**config.mk**
```make
export PLATFORM = sky130hd
export DESIGN_NAME = ram_bank_arbiter
export DESIGN_NICKNAME = d
export VERILOG_FILES = /design/src/rtl/ram_bank_arbiter.sv
export SDC_FILE = /design/constraint.sdc
export NUM_CORES = 1
export LEC_CHECK = 0
export BUFFER_PORTS_ARGS = -buffer_cell sky130_fd_sc_hd__buf_4
export CORE_AREA = 2 2 234 236
export CTS_BUF_LIST = sky130_fd_sc_hd__clkbuf_4
export CTS_CLUSTER_DIAMETER = 100
export DETAILED_ROUTE_END_ITERATION = 12
export DIE_AREA = 0 0 236 238
export GPL_TIMING_DRIVEN = 0
export SETUP_SLACK_MARGIN = 0.2
export SYNTH_ARGS = -nofsm -noshare
export SYNTH_HDL_FRONTEND = slang
export SYNTH_SLANG_ARGS = --single-unit
```
**constraint.sdc**
```tcl
create_clock -name clk -period 2.8 [get_ports clk]
set_input_delay 0.28 -clock clk [delete_from_list [all_inputs] [get_ports clk]]
set_output_delay 0.28 -clock clk [all_outputs]
set_load 0.05 [all_outputs]
```
**src/rtl/ram_bank_arbiter.sv**
```systemverilog
// Hands a set of narrow single-port SRAM banks, which together hold one wide word, to either the
// register-file loader or the core controller. In-flight reads are drained before ownership changes.
module ram_bank_arbiter #(
  parameter int ADDR_W    = 9,
  parameter int DATA_W    = 91,
  parameter int BANK_W    = 50,
  parameter int NUM_BANKS = 2
) (
  input  logic                        clk,
  input  logic                        rst_n,
  input  logic                        go,
  input  logic                        ld_req,
  input  logic                        ld_write,
  input  logic [ADDR_W-1:0]           ld_addr,
  input  logic [DATA_W-1:0]           ld_wdata,
  output logic                        ld_ready,
  output logic [DATA_W-1:0]           ld_rdata,
  output logic                        ld_rvalid,
  input  logic                        core_req,
  input  logic                        core_write,
  input  logic [ADDR_W-1:0]           core_addr,
  input  logic [DATA_W-1:0]           core_wdata,
  output logic                        core_ready,
  output logic [DATA_W-1:0]           core_rdata,
  output logic                        core_rvalid,
  output logic                        owner,
  output logic                        busy,
  output logic [ADDR_W-1:0]           ram_a,
  output logic                        ram_csb,
  output logic                        ram_web,
  output logic                        ram_oeb,
  output logic [NUM_BANKS*BANK_W-1:0] ram_i,
  input  logic [NUM_BANKS*BANK_W-1:0] ram_o
);
  localparam int RAM_W = NUM_BANKS * BANK_W;

  typedef enum logic [1:0] {LOAD, HANDOVER, RUN, RELEASE} state_e;

  state_e            state_q;
  logic [1:0]        inflight_q;
  logic              rd1_q, rd1_core_q, rd2_q, rd2_core_q;
  logic              ram_csb_q, ram_web_q, ram_oeb_q;
  logic [ADDR_W-1:0] ram_a_q;
  logic [RAM_W-1:0]  ram_i_q;
  logic [DATA_W-1:0] ld_rdata_q, core_rdata_q;
  logic              ld_rvalid_q, core_rvalid_q;

  logic              ld_acc, core_acc, acc, acc_write, rd_acc, drained;
  logic [ADDR_W-1:0] acc_addr;
  logic [RAM_W-1:0]  acc_wdata;

  // Readies follow the live go level so a request coinciding with a go edge is refused.
  assign ld_ready   = (state_q == LOAD) && !go;
  assign core_ready = (state_q == RUN) && go;
  assign ld_acc     = ld_req && ld_ready;
  assign core_acc   = core_req && core_ready;
  assign acc        = ld_acc || core_acc;
  assign rd_acc     = acc && !acc_write;
  assign drained    = (inflight_q == 2'd0);

  // NOTE: every signal written in always_comb gets a default first, so no latch is inferred.
  always_comb begin
    acc_write             = ld_write;
    acc_addr              = ld_addr;
    acc_wdata             = '0;
    acc_wdata[DATA_W-1:0] = ld_wdata;
    if (core_acc) begin
      acc_write             = core_write;
      acc_addr              = core_addr;
      acc_wdata[DATA_W-1:0] = core_wdata;
    end
  end

  // NOTE: sequential state uses non-blocking assignments so every flop samples pre-edge values.
  always_ff @(posedge clk or negedge rst_n) begin
    if (!rst_n) begin
      state_q <= LOAD;
    end else begin
      case (state_q)
        LOAD:     if (go) state_q <= HANDOVER;
        HANDOVER: if (!go) state_q <= LOAD;
                  else if (drained) state_q <= RUN;
        RUN:      if (!go) state_q <= RELEASE;
        RELEASE:  if (drained) state_q <= go ? HANDOVER : LOAD;
        default:  state_q <= LOAD;
      endcase
    end
  end

  // Read pipeline: rd1 = command on the pins, rd2 = SRAM output being captured next edge.
  always_ff @(posedge clk or negedge rst_n) begin
    if (!rst_n) begin
      ram_csb_q     <= 1'b1;
      ram_web_q     <= 1'b1;
      ram_oeb_q     <= 1'b1;
      ram_a_q       <= '0;
      ram_i_q       <= '0;
      rd1_q         <= 1'b0;
      rd1_core_q    <= 1'b0;
      rd2_q         <= 1'b0;
      rd2_core_q    <= 1'b0;
      ld_rvalid_q   <= 1'b0;
      core_rvalid_q <= 1'b0;
      ld_rdata_q    <= '0;
      core_rdata_q  <= '0;
      inflight_q    <= 2'd0;
    end else begin
      ram_csb_q <= !acc;
      ram_web_q <= !(acc && acc_write);
      ram_oeb_q <= !(rd_acc || rd1_q);
      if (acc) begin
        ram_a_q <= acc_addr;
        ram_i_q <= acc_wdata;
      end
      rd1_q         <= rd_acc;
      rd1_core_q    <= core_acc;
      rd2_q         <= rd1_q;
      rd2_core_q    <= rd1_core_q;
      ld_rvalid_q   <= rd2_q && !rd2_core_q;
      core_rvalid_q <= rd2_q && rd2_core_q;
      if (rd2_q && !rd2_core_q) ld_rdata_q <= ram_o[DATA_W-1:0];
      if (rd2_q && rd2_core_q) core_rdata_q <= ram_o[DATA_W-1:0];
      inflight_q <= inflight_q + {1'b0, rd_acc} - {1'b0, rd2_q};
    end
  end

  // Bits of the last bank above the logical word carry nothing.
  if (RAM_W > DATA_W) begin : g_pad
    logic unused_pad;
    assign unused_pad = ^ram_o[RAM_W-1:DATA_W];
  end

  assign ram_csb     = ram_csb_q;
  assign ram_web     = ram_web_q;
  assign ram_oeb     = ram_oeb_q;
  assign ram_a       = ram_a_q;
  assign ram_i       = ram_i_q;
  assign ld_rdata    = ld_rdata_q;
  assign ld_rvalid   = ld_rvalid_q;
  assign core_rdata  = core_rdata_q;
  assign core_rvalid = core_rvalid_q;
  assign owner       = (state_q == RUN) || (state_q == RELEASE);
  assign busy        = !drained;

endmodule
```
==> reports/metrics.cfg, run 1 <==
[route]
ant_nets=0
routed_via_density=4.14
vias=10300
routed_wl_um=43900
drc=0
routedWlPerCell_um=17.6
first_pass_iters=4
dr.first_iter.drc_count=193

[global_routing]
first_global_vias=11700
grt_overflow=0
grt_max_degree=110
antenna_found_initial=2
track_usage_pct=15.4
grt_pass1_wl_um=66500

[clocking]
cts.sinks=295
cts_tree=yes
cts_made_buffers=87
cts-root-buf=clkbuf_4
path_clk_slew_ps=50
cts_buffer_depth=3
htreeDepth=3
post-cts-setup-buffer-count=0
clock_latency_ps=780

[placed_design]
postPlaceCellArea_mm2=0.0178
gp_congestion=0.853
dp.cells=2055
portBuffers=587
pre_cts_slack_ps=-183
hpwl_um=31300

[logic_synthesis]
synth.avg_cell_area_um2=16.4
yosysWarningCount=0
synth_area_leaders=dfrtp_1 59%, mux2_2 29%, mux2_4 6.0%, buf_2 0.84%, buf_12 0.80%
yosysSeqAreaShare_pct=59.2
synthCells=762
synth.top_cell.area_share_pct=58.6
ys_seq_elements=295
ys_types=33
synth_area_mm2=0.0125
yosys.area.top_type=dfrtp_1

[worst_setup_path]
rrSetupSlack_ps=280
start_kind=flip-flop
slowest_delay_ps=590
end_kind=flip-flop
required_ps=3440
crit_type=reg -> reg
cp_num_buf_inv=3
slowest_stage=dlygate4sd3_1
cp_data_arrival_time_ps=3160
crit_fanout=10
crit_family=buffers and inverters
worstPathCellList=nand4b_2 > buf_4 > clkbuf_4 > mux2_2 > dlygate4sd3_1 > mux2_4

[floorplanning]
die_h_um=238
start_util_pct=23.3
design.core.area_mm2=0.0535
die_area_mm2=0.0562
rows=85
die-width_um=236
io_pins=607

[sta]
setup-violations-final=0
finalClockSkew_ps=34.8
slew_headroom_pct=39.1
tightestPinTransition_ps=913
finalHoldViolCount=0
timing.final.crit_share_pct=89.9
rsz0062_at_grt=true
fin_crit_ps=2520
max_freq_mhz=397
slew_viol_final=0
setup_ws_ps=283

[hold_path]
min_path_type=in -> reg

[power_and_ir_drop]
pwr-share-comb_pct=55.2
peakVddDrop_v=0.000821
pwr-share-clk_pct=16.3
power_w=0.0249
p_int_w=0.0132
p_sw_w=0.0116
powerDensity_mw_per_mm2=1140
p_seq_share_pct=28.6
leakage_nw=10.4
netSwitchingFraction_pct=46.8

[final_layout]
design_area_mm2=0.0219
drive_gt1_share_pct=64.0
num-nets-final=2052
instances_no_fill=2497
final_util_pct=40.9
synthToLayoutAreaGrowth_pct=75.6

[outcome]
status=finished clean

[flow_run]
cap_violations=0

power by group through the flow:
| stage | clock network, W | logic, W | registers [W] |
|---|---|---|---|
| floorplan | 0 | 0.00275 | 0.0133 |
| global placement | 0 | 0.0132 | 0.00708 |
| detailed placement | 0 | 0.0133 | 0.00716 |
| CTS | 0.00425 | 0.0138 | 0.00712 |
| global route | 0.00449 | 0.0142 | 0.00734 |
| finish | 0.00404 | 0.0137 | 0.00711 |
layer usage:
| metal | GRT usage (%) | share of wire (%) | wire [µm] | up-vias |
|---|---|---|---|---|
| met5 | 0 | 0 | 0 | - |
| met4 | 8.11 | 4.6 | 2030 | 0 |
| met3 | 5.18 | 7.0 | 3070 | 134 |
| met2 | 26.4 | 50 | 22000 | 410 |
| met1 | 16.8 | 38 | 16800 | 5085 |
| li1 | - | - | - | 4709 |
Yosys cell counts:
library cell	n
a21oi_1	3
a21oi_4	1
and2_1	1
and3b_1	1
buf_1	7
buf_12	5
buf_2	21
buf_4	13
buf_8	2
clkbuf_1	5
conb_1	1
dfrtp_1	292
dfstp_2	3
ha_1	2
inv_1	3
inv_2	1
mux2_1	5
mux2_2	325
mux2_4	50
mux2i_1	2
nand2_1	3
nand2b_1	2
nand3_1	1
nand4b_2	1
nor2_1	2
nor2b_1	1
nor3_1	2
nor4b_1	1
o21ai_0	1
or2_2	1
or3b_2	1
or3b_4	1
xnor2_1	2
path summary, 6_finish.rpt:
check                                        from                       end  cells after the start
max in group asynchronous                   rst_n     ram_i[31]$_DFFE_PN0N_                      3
setup / recovery           state_q[0]$_DFFE_PN0P_     ram_i[82]$_DFFE_PN0N_                      6
setup reg to reg           state_q[0]$_DFFE_PN0P_     ram_i[82]$_DFFE_PN0N_                      6
hold reg to reg              rd1_core_q$_DFF_PN0_      rd2_core_q$_DFF_PN0_                      0
hold / removal                         core_write   inflight_q[1]$_DFF_PN0_                      6
min in group asynchronous                   rst_n  ld_rdata[48]$_DFFE_PN0P_                      2
kinds of logic (layout without fill, tap and decap cells):
group | after synthesis | after routing | share of synthesized area (%)
xor gates and xnor gates | 2 | 2 | 0.141
AOI/OAI and AO/OA | 5 | 5 | 0.291
and+or+nand+nor | 18 | 18 | 0.944
other | 1 | 14 | 0.0301
buffers and inverters | 57 | 1083 | 3.15
adders and majority gates | 2 | 2 | 0.201
muxes | 382 | 382 | 36.0
DFF | 295 | 295 | 59.2
worst min-delay path, delay by kind of cell:
kind                       cells  cell delay, ps
xor gates and xnor gates       2             190
buffers and inverters          1              80
and+or+nand+nor                1              70
muxes                          1              80
adders and majority gates      1             150
layout make-up:
| type | instances | area (µm²) |
|---|---|---|
| Fill cell | 4945 | 31600 |
| Timing Repair Buffer | 884 | 7420 |
| Sequential cell | 295 | 7390 |
| Multi-Input combinational cell | 418 | 4720 |
| Clock buffer | 124 | 931 |
| Tap cell | 696 | 871 |
| Buffer | 53 | 407 |
| Clock inverter | 18 | 128 |
| Inverter | 4 | 15.0 |
| Antenna cell | 5 | 12.5 |
state kept, by name, summed over array words and instances (netlist names), named ones only:
name and count:
core_rdata 91, ld_rdata 91, ram_i 91, ram_a 9
inflight_q 2, core_rvalid 1, ld_rvalid 1, ram_csb 1
ram_oeb 1, ram_web 1, rd1_core_q 1, rd1_q 1
rd2_core_q 1, rd2_q 1, state_q 1
what timing repair did:
action                                  in CTS  in global routing
hold endpoints to repair                   394                  0
pin swaps                                    0                  0
hold buffers                               295                  0
gates resized for setup                      4                 11
endpoints found under the setup margin       2                 44
metrics by stage:
stage | hold slack [ps] | setup TNS [ps]
final | 148 | 0
after global routing | 67.2 | 0
after CTS | 32.6 | 0
after detailed placement | 336 | -209
after global placement | 335 | -365160
after floorplan | -15.6 | 0
placed cells by master, fill, tap and decap left out, types with 3 or more instances in the layout:
| cell | instances |
|---|---|
| buf_2 | 14 |
| inv_1 | 3 |
| mux2_4 | 50 |
| buf_12 | 6 |
| mux2_2 | 325 |
| buf_4 | 601 |
| nand2_1 | 3 |
| mux2_1 | 5 |
| clkbuf_1 | 3 |
| dfrtp_1 | 292 |
| conb_1 | 9 |
| a21oi_1 | 3 |
| diode_2 | 5 |
| clkbuf_4 | 128 |
| buf_1 | 7 |
| clkinv_1 | 10 |
| dlygate4sd3_1 | 295 |
| inv_2 | 4 |
| dfstp_2 | 3 |
Note: power is estimated with default switching activity, not from simulation.
==> run 2, diff against run 1 <==
- REMOVE_ABC_BUFFERS: default -> 1
==> run 2 against run 1 <==
Clock power is 1% higher. Highest routed layer is now met5. Worst setup slack improved by 35 ps. Power shrank 0.49%. Via count decreased by 1.9%.
==> reports/metrics.cfg, run 2 (synthesis results as in run 1) <==
[floorplanning]
die-width_um=236
rows=85
die_h_um=238
die_area_mm2=0.0562
start_util_pct=23.3
io_pins=607
design.core.area_mm2=0.0535

[power_and_ir_drop]
powerDensity_mw_per_mm2=1130
p_sw_w=0.0115
pwr-share-clk_pct=16.6
leakage_nw=10.3
peakVddDrop_v=0.000567
p_seq_share_pct=28.8
netSwitchingFraction_pct=46.5
pwr-share-comb_pct=54.7
p_int_w=0.0132

[worst_setup_path]
r2r_end=ram_i[22]$_DFFE_PN0N_
rrSetupSlack_ps=320
cp_data_arrival_time_ps=3090
crit_type=reg -> reg
start_kind=flip-flop
crit_fanout=26
r2r_cells=7
end_kind=flip-flop
required_ps=3410

[global_routing]
antenna_found_initial=4
track_usage_pct=14.2
first_global_vias=11500
grt_overflow=0
grt_pass1_wl_um=62700
grt_max_degree=117

[clocking]
htreeDepth=3
clock_latency_ps=760
path_clk_slew_ps=70
cts.sinks=295
cts_tree=yes
cts-root-buf=clkbuf_4
cts_buffer_depth=3
cts_made_buffers=83

[sta]
fin_crit_ps=2480
rsz0062_at_grt=false
setup-violations-final=0
slew_headroom_pct=55.4
finalHoldViolCount=0
timing.final.crit_share_pct=88.6
tightestPinTransition_ps=669
finalClockSkew_ps=34.3
slew_viol_final=0
hold_ws_ps=229
max_freq_mhz=403

[flow_run]
cap_violations=0

[hold_path]
holdPathStages=6
min-delay-start=ld_write
min_path_type=in -> reg
holdPathEnd=inflight_q[1]$_DFF_PN0_

[route]
met1_length_um=14700
dr_wl_met2_um=21600
first_pass_iters=4
routedWlPerCell_um=16.4
vias=10100
dr_wl_met3_um=2640
routed_wl_um=40400
ant_nets=0
routed.top_layer=met5
drc=0
dr.first_iter.drc_count=193
routed_via_density=4.12

[outcome]
status=finished clean

[final_layout]
final_common_cell=buf_4
num-nets-final=2010
synthToLayoutAreaGrowth_pct=75.2
layout_common_cells=588 x buf_4, 325 x mux2_2, 297 x dlygate4sd3_1
drive_gt1_share_pct=63.4
design_area_mm2=0.0218

[placed_design]
hpwl_um=27400
portBuffers=588
postPlaceCellArea_mm2=0.0177
gp_congestion=0.835

==> run 2: cell types whose count changed in the layout (fill, tap and decap cells not counted), sizes merged <==
cell / delta
bufinv: +1
inv: -3
buf: -31
dlygate4sd3: +2
clkinv: +8
clkinvlp: +1
clkbuf: -11
==> run 2: area by class of cell <==
type | instances | area, µm²
inverter | 4 | 15.0
clock buffer | 122 | 916
tap | 696 | 871
fill | 4943 | 31700
timing repair buffer | 899 | 7720
antenna | 5 | 12.5
clock inverter | 25 | 180
sequential | 295 | 7390
multi-input combinational | 418 | 4740
==> run 2: per-stage QoR <==
| step | setup slack [ps] | std cells | setup TNS, ps | power, W | util (%) |
|---|---|---|---|---|---|
| after global placement | -5270 | 2001 | -1103400 | 0.0202 | 32.5 |
| after global routing | 222 | 2464 | 0 | 0.0259 | 40.8 |
| final | 318 | 2464 | 0 | 0.0248 | 40.8 |
| after detailed placement | -240 | 2013 | -5620 | 0.0204 | 33.1 |
| after CTS | 263 | 2459 | 0 | 0.0251 | 40.8 |
| after floorplan | -2320 | 717 | -329060 | 0.0160 | - |
==> run 2: worst max-delay path: stages, from the launching register on <==
cell	delay (ps)
dfrtp_2	480
or3b_4	430
a21oi_4	170
buf_12	220
buf_16	200
buf_12	210
buf_12	220
mux2_2	360
==> run 2: worst max path at each step <==
stage | from | end | slack (ps) | cells past startpoint
after floorplan | rd2_core_q$_DFF_PN0_ | ld_rdata[0]$_DFFE_PN0P_ | -2320 | 2
after global placement | rd2_core_q$_DFF_PN0_ | ld_rdata[33]$_DFFE_PN0P_ | -5270 | 2
after detailed placement | flip-flop | ram_i[15]$_DFFE_PN0N_ | -240 | 7
after CTS | flip-flop | ram_i[22]$_DFFE_PN0N_ | 260 | 7
after global routing | flip-flop | ram_i[22]$_DFFE_PN0N_ | 220 | 7
final | flip-flop | ram_i[22]$_DFFE_PN0N_ | 320 | 7
==> run 2: timing repair <==
action | 4_1_cts | 5_1_grt
cloned | 0 | 0
endpoints found under the hold margin | 580 | 0
buffers inserted | 1 | 0
hold buffers | 298 | 0
endpoints found under the setup margin | 51 | 20
gates resized for setup | 0 | 1
pin swaps | 1 | 0
==> run 2: power groups by stage <==
| stage | clock, W | sequential, W | combinational (W) |
|---|---|---|---|
| floorplan | 0 | 0.0133 | 0.00267 |
| detailed placement | 0 | 0.00717 | 0.0132 |
| CTS | 0.00433 | 0.00713 | 0.0136 |
| global placement | 0 | 0.00707 | 0.0131 |
| finish | 0.00410 | 0.00712 | 0.0135 |
| global route | 0.00458 | 0.00736 | 0.0140 |
==> run 2: layer usage <==
metal / global-route usage, % / vias up
met1: 15.0 / 5019
met2: 25.6 / 380
met3: 4.60 / 105
met5: 0 / -
met4: 6.81 / 2
li1: - / 4638
